==> src/rtl/ball_physics.sv <==
// ball_physics: per-frame ball motion engine. Advances the ball on each
// frame tick, bounces it off the top/bottom walls and the paddle faces,
// detects goals, and freezes the ball for a hold period after each goal.
//
// state   | meaning
// --------+-----------------------------------------------------------
// IDLE    | ball parked at field centre, waiting for enable && serve
// MOVING  | ball advances one step per tick; walls, paddles, goals
// SCORED  | ball frozen at the goal line while the hold counter runs
module ball_physics #(
  parameter int FIELD_W     = 640,
  parameter int FIELD_H     = 480,
  parameter int BALL_HALF   = 4,
  parameter int PADDLE_HALF = 32,
  parameter int LEFT_FACE   = 24,
  parameter int RIGHT_FACE  = 615,
  parameter int SPEED       = 4,
  parameter int HOLD_TICKS  = 60
) (
  input  logic       clk,
  input  logic       reset,
  input  logic       enable,
  input  logic       tick,
  input  logic       serve,
  input  logic [9:0] left_paddle_loc,
  input  logic [9:0] right_paddle_loc,
  output logic [9:0] ball_loc_x,
  output logic [9:0] ball_loc_y,
  output logic       dir_x,
  output logic       dir_y,
  output logic       left_point,
  output logic       right_point,
  output logic       in_play
);

  typedef enum logic [1:0] {
    IDLE   = 2'd0,
    MOVING = 2'd1,
    SCORED = 2'd2
  } state_t;

  // All position arithmetic is done in 11-bit signed so that x - SPEED and
  // similar never wrap before they are compared against the limits.
  localparam logic signed [10:0] HALF_S   = 11'(BALL_HALF);
  localparam logic signed [10:0] SPEED_S  = 11'(SPEED);
  localparam logic signed [10:0] Y_MAX_S  = 11'(FIELD_H - 1 - BALL_HALF);
  localparam logic signed [10:0] X_MAX_S  = 11'(FIELD_W - 1 - BALL_HALF);
  localparam logic signed [10:0] LFACE_S  = 11'(LEFT_FACE);
  localparam logic signed [10:0] RFACE_S  = 11'(RIGHT_FACE);
  localparam logic [10:0]        REACH    = 11'(PADDLE_HALF + BALL_HALF);
  localparam logic [9:0]         CENTRE_X = 10'(FIELD_W / 2);
  localparam logic [9:0]         CENTRE_Y = 10'(FIELD_H / 2);
  localparam logic [7:0]         HOLD_INIT = 8'(HOLD_TICKS);

  state_t     state;
  logic [7:0] hold_cnt;

  logic signed [10:0] xs;
  logic signed [10:0] ys;
  logic [9:0]         y_next;
  logic               dir_y_next;
  logic [9:0]         x_next;
  logic               dir_x_next;
  logic signed [10:0] paddle_s;
  logic signed [10:0] dy;
  logic [10:0]        abs_dy;
  logic               paddle_hit;
  logic               goal_right_edge;
  logic               goal_left_edge;

  // Next y (walls first), then next x using the new y for the paddle test.
  always_comb begin
    xs              = signed'({1'b0, ball_loc_x});
    ys              = signed'({1'b0, ball_loc_y});
    y_next          = ball_loc_y;
    dir_y_next      = dir_y;
    x_next          = ball_loc_x;
    dir_x_next      = dir_x;
    goal_right_edge = 1'b0;
    goal_left_edge  = 1'b0;

    if (dir_y) begin
      if (ys + SPEED_S > Y_MAX_S) begin
        y_next     = 10'(Y_MAX_S);
        dir_y_next = 1'b0;
      end else begin
        y_next = 10'(ys + SPEED_S);
      end
    end else begin
      if (ys < HALF_S + SPEED_S) begin
        y_next     = 10'(HALF_S);
        dir_y_next = 1'b1;
      end else begin
        y_next = 10'(ys - SPEED_S);
      end
    end

    // Paddle on the side the ball is heading towards.
    paddle_s   = dir_x ? signed'({1'b0, right_paddle_loc})
                       : signed'({1'b0, left_paddle_loc});
    dy         = signed'({1'b0, y_next}) - paddle_s;
    abs_dy     = (dy < 0) ? 11'(-dy) : 11'(dy);
    paddle_hit = (abs_dy <= REACH);

    if (dir_x) begin
      if (xs + SPEED_S > X_MAX_S) begin
        x_next          = 10'(X_MAX_S);
        goal_right_edge = 1'b1;
      end else if ((xs + HALF_S < RFACE_S) &&
                   (xs + SPEED_S + HALF_S >= RFACE_S) && paddle_hit) begin
        x_next     = 10'(RFACE_S - HALF_S);
        dir_x_next = 1'b0;
      end else begin
        x_next = 10'(xs + SPEED_S);
      end
    end else begin
      if (xs < HALF_S + SPEED_S) begin
        x_next         = 10'(HALF_S);
        goal_left_edge = 1'b1;
      end else if ((xs - HALF_S > LFACE_S) &&
                   (xs - SPEED_S - HALF_S <= LFACE_S) && paddle_hit) begin
        x_next     = 10'(LFACE_S + HALF_S);
        dir_x_next = 1'b1;
      end else begin
        x_next = 10'(xs - SPEED_S);
      end
    end
  end

  // Game state machine with registered ball outputs and point pulses.
  always_ff @(posedge clk) begin
    if (reset) begin
      state       <= IDLE;
      hold_cnt    <= 8'd0;
      ball_loc_x  <= CENTRE_X;
      ball_loc_y  <= CENTRE_Y;
      dir_x       <= 1'b1;
      dir_y       <= 1'b1;
      left_point  <= 1'b0;
      right_point <= 1'b0;
      in_play     <= 1'b0;
    end else begin
      left_point  <= 1'b0;
      right_point <= 1'b0;
      if (!enable) begin
        state      <= IDLE;
        hold_cnt   <= 8'd0;
        ball_loc_x <= CENTRE_X;
        ball_loc_y <= CENTRE_Y;
        in_play    <= 1'b0;
      end else begin
        case (state)
          IDLE: begin
            ball_loc_x <= CENTRE_X;
            ball_loc_y <= CENTRE_Y;
            // serve takes priority over a coincident tick: no motion yet
            if (serve) begin
              state   <= MOVING;
              in_play <= 1'b1;
            end
          end
          MOVING: begin
            if (tick) begin
              ball_loc_x <= x_next;
              ball_loc_y <= y_next;
              dir_x      <= dir_x_next;
              dir_y      <= dir_y_next;
              if (goal_right_edge || goal_left_edge) begin
                state       <= SCORED;
                in_play     <= 1'b0;
                hold_cnt    <= HOLD_INIT;
                left_point  <= goal_right_edge;
                right_point <= goal_left_edge;
              end
            end
          end
          SCORED: begin
            if (tick) begin
              if (hold_cnt <= 8'd1) begin
                // dir_x is untouched by a goal, so it already points at the
                // goal the ball left through, i.e. toward the conceding side.
                state      <= IDLE;
                hold_cnt   <= 8'd0;
                ball_loc_x <= CENTRE_X;
                ball_loc_y <= CENTRE_Y;
              end else begin
                hold_cnt <= hold_cnt - 8'd1;
              end
            end
          end
          default: begin
            state   <= IDLE;
            in_play <= 1'b0;
          end
        endcase
      end
    end
  end

endmodule

==> config.mk <==
export PLATFORM = sky130hd
export DESIGN_NAME = ball_physics
export DESIGN_NICKNAME = d
export VERILOG_FILES = /design/src/rtl/ball_physics.sv
export SDC_FILE = /design/constraint.sdc
export NUM_CORES = 1
export LEC_CHECK = 0
export BUFFER_PORTS_ARGS = -buffer_cell sky130_fd_sc_hd__buf_2
export CAP_MARGIN = 5
export CORE_MARGIN = 3
export CORE_UTILIZATION = 34
export CTS_CLUSTER_SIZE = 40
export DETAILED_ROUTE_END_ITERATION = 6
export GPL_ROUTABILITY_DRIVEN = 0
export PLACE_DENSITY = 0.58
export SLEW_MARGIN = 10
export SYNTH_ARGS = -nofsm -noshare
export SYNTH_HDL_FRONTEND = slang
export SYNTH_SLANG_ARGS = --single-unit
==> constraint.sdc <==
create_clock -name clk -period 5.87 [get_ports clk]
set_clock_uncertainty 0.2 [all_clocks]
set_input_delay 0.587 -clock clk [delete_from_list [all_inputs] [get_ports clk]]
set_output_delay 0.587 -clock clk [all_outputs]
set_load 0.02 [all_outputs]
==> reports/qor.txt <==
=================================================================================================
Clock tree from TritonCTS                                                                    done
Setup WS post-layout                                                                     268.9 ps
Sw power                                                                                 144.9 uW
Initial antenna violation count                                                                 0
Final cell utilization of the core                                                         41.18%
Final count of hold timing violations                                                           0
Post-layout nets                                                                              601
Drt first pass iters                                                                            5
Met3 demand-to-capacity share in global routing                                            2.020%
Effective utilization at floorplan                                                         35.69%
Power per cell area                                                                  117.7 nW/um^2
Biggest fanout along the worst timing path                                                      5
Critical path data arrival time                                                           5610 ps
Global-route total usage across every layer                                                17.13%
Wire length per cell after detailed routing                                              15.94 um
Syn Std Cell Area                                                                       3751 um^2
Crit path launch                                                                     ball_loc_y[3]$_SDFFE_PP0P_
Worst EP required                                                                         5880 ps
Number of warnings issued by yosys                                                              0
Area Growth Syn to Fin                                                                     15.38%
Worst reg2reg path startpoint                                                        ball_loc_y[3]$_SDFFE_PP0P_
# setup viols final                                                                             0
Via count of the first global-routing pass                                                   3766
Global-route wire length before repair                                                   18260 um
Number of distinct library cell variants in the gate-level netlist after synthesis             77
Number of flops mapped to enable cells by yosys                                                 0
Area enclosed by the die boundary                                                      12330 um^2
Worst hold path startpoint                                                           hold_cnt[3]$_SDFFE_PP0P_
Final critical-path share of the clock period                                              95.42%
Register bit total from synthesis                                                              34
Worst Path Class, Setup                                                              register to register
Number of nets produced by synthesis                                                          552
CTS sink count                                                                                 34
Height of the die                                                                        111.0 um
Clock power frac                                                                            36.5%
DRC                                                                                             0
Count of antenna-violating nets left after detailed routing                                     0
Mapped Avg Cell Area                                                                   7.428 um^2
Root cell of the clock tree                                                          sky130_fd_sc_hd__clkbuf_8
Primary FF master, synth                                                             sky130_fd_sc_hd__dfxtp_1
Syn Inst Count                                                                                505
Vias per inst                                                                               5.863
Number of top-level pins                                                                       50
Relative max-transition margin                                                             28.05%
Clock Pin Slew Worst Setup and Hold Paths                                                   70 ps
Post-Place Worst Slack                                                                   213.9 ps
Actual transition at the worst max-transition pin                                         1064 ps
Vias                                                                                         4051
Antenna diode count                                                                             0
Number of buffers on the longest clock path                                                     2
Relative contribution of sequential cells to total power                                    45.6%
Class of the worst hold path                                                         register to register
Half-perimeter wire length of the detailed placement result                               8390 um
Setup Total Neg Slack                                                                        0 ps
Count of hold-fix buffers inserted at cts                                                       0
Number of max-cap violations                                                                    0
Global routing usage on met2                                                               28.36%
RSZ-0062 raised after global routing                                                        false
Ys async rst share                                                                             0%
Final Max Tran Viols                                                                            0
Lkg Pwr                                                                                  1.767 nW
Maximum vdd drop                                                                       0.07662 mV
Sw Ratio                                                                                   28.45%
Number of placement rows                                                                       37
Number of DRC markers after the initial detailed-route iteration                              273
Layout cells sized above 1                                                                 19.64%
Run status                                                                           finished clean
X dimension of the die                                                                   111.0 um
Post-layout minimum cycle time                                                            5601 ps
H-tree depth                                                                                    2
Internal Power                                                                           364.4 uW
Number of buffer cells added on primary ports                                                  49
Total congestion overflow                                                                       0
Sequential element share of the synthesized area                                           18.15%
Logic gate share of total power                                                             17.9%
Top Usage Layer GRT                                                                          met2
Maximum number of pins on one net before global-route repair                                   22
Nature of the critical path startpoint                                                   register
CP endpoint kind                                                                         register
Achievable Freq                                                                        0.1785 GHz
Number of CTS-inserted buffers                                                                  5
Met1 GRT Util                                                                              23.77%
Fill count                                                                                   1085
Clock insertion delay at the later pin of the skew report                                  290 ps
Drt total wl                                                                             11020 um
Core region area                                                                       10510 um^2
=================================================================================================
-- layout make-up --
cell class / instances / area [um^2] / share of cell area (%)
Multi-Input combinational cell: 422 / 2914 / 67.33
Clock buffer: 6 / 82.58 / 1.908
Inverter: 25 / 93.84 / 2.168
Clock inverter: 2 / 12.51 / 0.2891
Sequential cell: 34 / 681.9 / 15.76
Timing Repair Buffer: 66 / 372.9 / 8.615
Tap cell: 136 / 170.2 / 3.932
-- through the flow --
step	total power, mW	hold slack (ps)	std cells	instance area (um^2)
floorplan	0.2985	251.0	505	3751
global placement	0.3202	267.8	680	4156
detailed placement	0.3215	276.9	680	4156
CTS	0.5079	288.3	688	4252
global route	0.5311	338.0	691	4328
finish	0.5093	286.0	691	4328
-- critical path, stage by stage (launching register included) --
cell                       delay (ps)
sky130_fd_sc_hd__dfxtp_1          330
sky130_fd_sc_hd__inv_1             80
sky130_fd_sc_hd__ha_1             140
sky130_fd_sc_hd__and3b_1          190
sky130_fd_sc_hd__o211ai_1         160
sky130_fd_sc_hd__or3b_2           460
sky130_fd_sc_hd__a22o_1           220
sky130_fd_sc_hd__a311oi_2         260
sky130_fd_sc_hd__a21oi_2           90
sky130_fd_sc_hd__o21ai_0          190
sky130_fd_sc_hd__o31ai_1          170
sky130_fd_sc_hd__ha_1             400
sky130_fd_sc_hd__a21o_1           210
sky130_fd_sc_hd__or2_2            290
sky130_fd_sc_hd__o221ai_2         170
sky130_fd_sc_hd__nand2_1          130
sky130_fd_sc_hd__xnor2_1          170
sky130_fd_sc_hd__or4_1            560
sky130_fd_sc_hd__o2111a_1         200
sky130_fd_sc_hd__a22o_1           250
sky130_fd_sc_hd__or4_1            540
sky130_fd_sc_hd__o211ai_1         100
-- registers in the layout, summed over array words and instances, names as in the netlist --
name / count
ball_loc_x: 9
hold_cnt: 8
left_point: 1
right_point: 1
in_play: 1
state: 2
ball_loc_y: 10
dir_x: 1
dir_y: 1
-- synth_stat cells, types with 9 or more instances --
library cell | n | area share, %
sky130_fd_sc_hd__xor2_1 | 11 | 2.6
sky130_fd_sc_hd__inv_1 | 25 | 2.5
sky130_fd_sc_hd__o31ai_1 | 9 | 1.8
sky130_fd_sc_hd__a21oi_1 | 32 | 4.3
sky130_fd_sc_hd__nand2_1 | 41 | 4.1
sky130_fd_sc_hd__nor3_1 | 17 | 2.3
sky130_fd_sc_hd__xnor2_1 | 17 | 4.0
sky130_fd_sc_hd__ha_1 | 21 | 7.0
sky130_fd_sc_hd__dfxtp_1 | 34 | 18
sky130_fd_sc_hd__a21o_1 | 10 | 2.0
sky130_fd_sc_hd__nand3_1 | 21 | 2.8
sky130_fd_sc_hd__mux2i_1 | 9 | 2.4
sky130_fd_sc_hd__o21ai_0 | 32 | 4.3
sky130_fd_sc_hd__nand4_1 | 10 | 1.7
sky130_fd_sc_hd__clkbuf_1 | 12 | 1.2
sky130_fd_sc_hd__nor2_1 | 42 | 4.2
-- metal layers --
| metal | share of wire [%] | vias up |
|---|---|---|
| li1 | - | 2015 |
| met1 | 47 | 1904 |
| met2 | 47 | 122 |
| met3 | 4.9 | 10 |
| met4 | 1.1 | 0 |
| met5 | 0 | - |
-- cells in the final DEF, fill, tap and decap left out, types with 8 or more instances in the layout --
cell,instances
sky130_fd_sc_hd__xor2_1,11
sky130_fd_sc_hd__o31ai_1,9
sky130_fd_sc_hd__nand4_1,10
sky130_fd_sc_hd__nand2_1,41
sky130_fd_sc_hd__mux2i_1,9
sky130_fd_sc_hd__nor2_1,41
sky130_fd_sc_hd__a21oi_1,30
sky130_fd_sc_hd__buf_4,17
sky130_fd_sc_hd__a21o_1,10
sky130_fd_sc_hd__dfxtp_1,33
sky130_fd_sc_hd__xnor2_1,17
sky130_fd_sc_hd__o21ai_0,32
sky130_fd_sc_hd__nand3_1,21
sky130_fd_sc_hd__ha_1,19
sky130_fd_sc_hd__nor3_1,17
sky130_fd_sc_hd__inv_1,25
sky130_fd_sc_hd__a22o_1,8
sky130_fd_sc_hd__buf_2,49
-- logic make-up after synthesis --
logic type	Yosys count	synth area share [%]
flip-flops	34	18.15
XOR/XNOR	28	6.538
AO/OA/AOI/OAI	169	32.39
AND/OR/NAND/NOR	191	26.52
buffers and inverters	49	5.570
adder cells (fa/ha/maj)	22	7.538
multiplexers	12	3.302
-- power by group through the flow --
stage / combinational (mW) / clock (mW) / sequential (mW)
final: 0.0912 / 0.186 / 0.232
after global placement: 0.0825 / 0 / 0.238
after floorplan: 0.0602 / 0 / 0.238
after detailed placement: 0.0838 / 0 / 0.238
after global routing: 0.102 / 0.197 / 0.233
after CTS: 0.0844 / 0.191 / 0.232
-- path summary, 6_finish.rpt --
kind | depth (start not counted) | end | slack (ps)
min reg2reg | 2 | hold_cnt[3]$_SDFFE_PP0P_ | 290
max | 21 | ball_loc_x[0]$_SDFFE_PP0P_ | 270
min | 2 | hold_cnt[3]$_SDFFE_PP0P_ | 290
max reg2reg | 21 | ball_loc_x[0]$_SDFFE_PP0P_ | 270
-- timing repair --
item	CTS	global route
setup endpoints to repair	0	9
gates resized for setup	0	11
buffers inserted	0	3
Power figures use the tool's default switching activity.
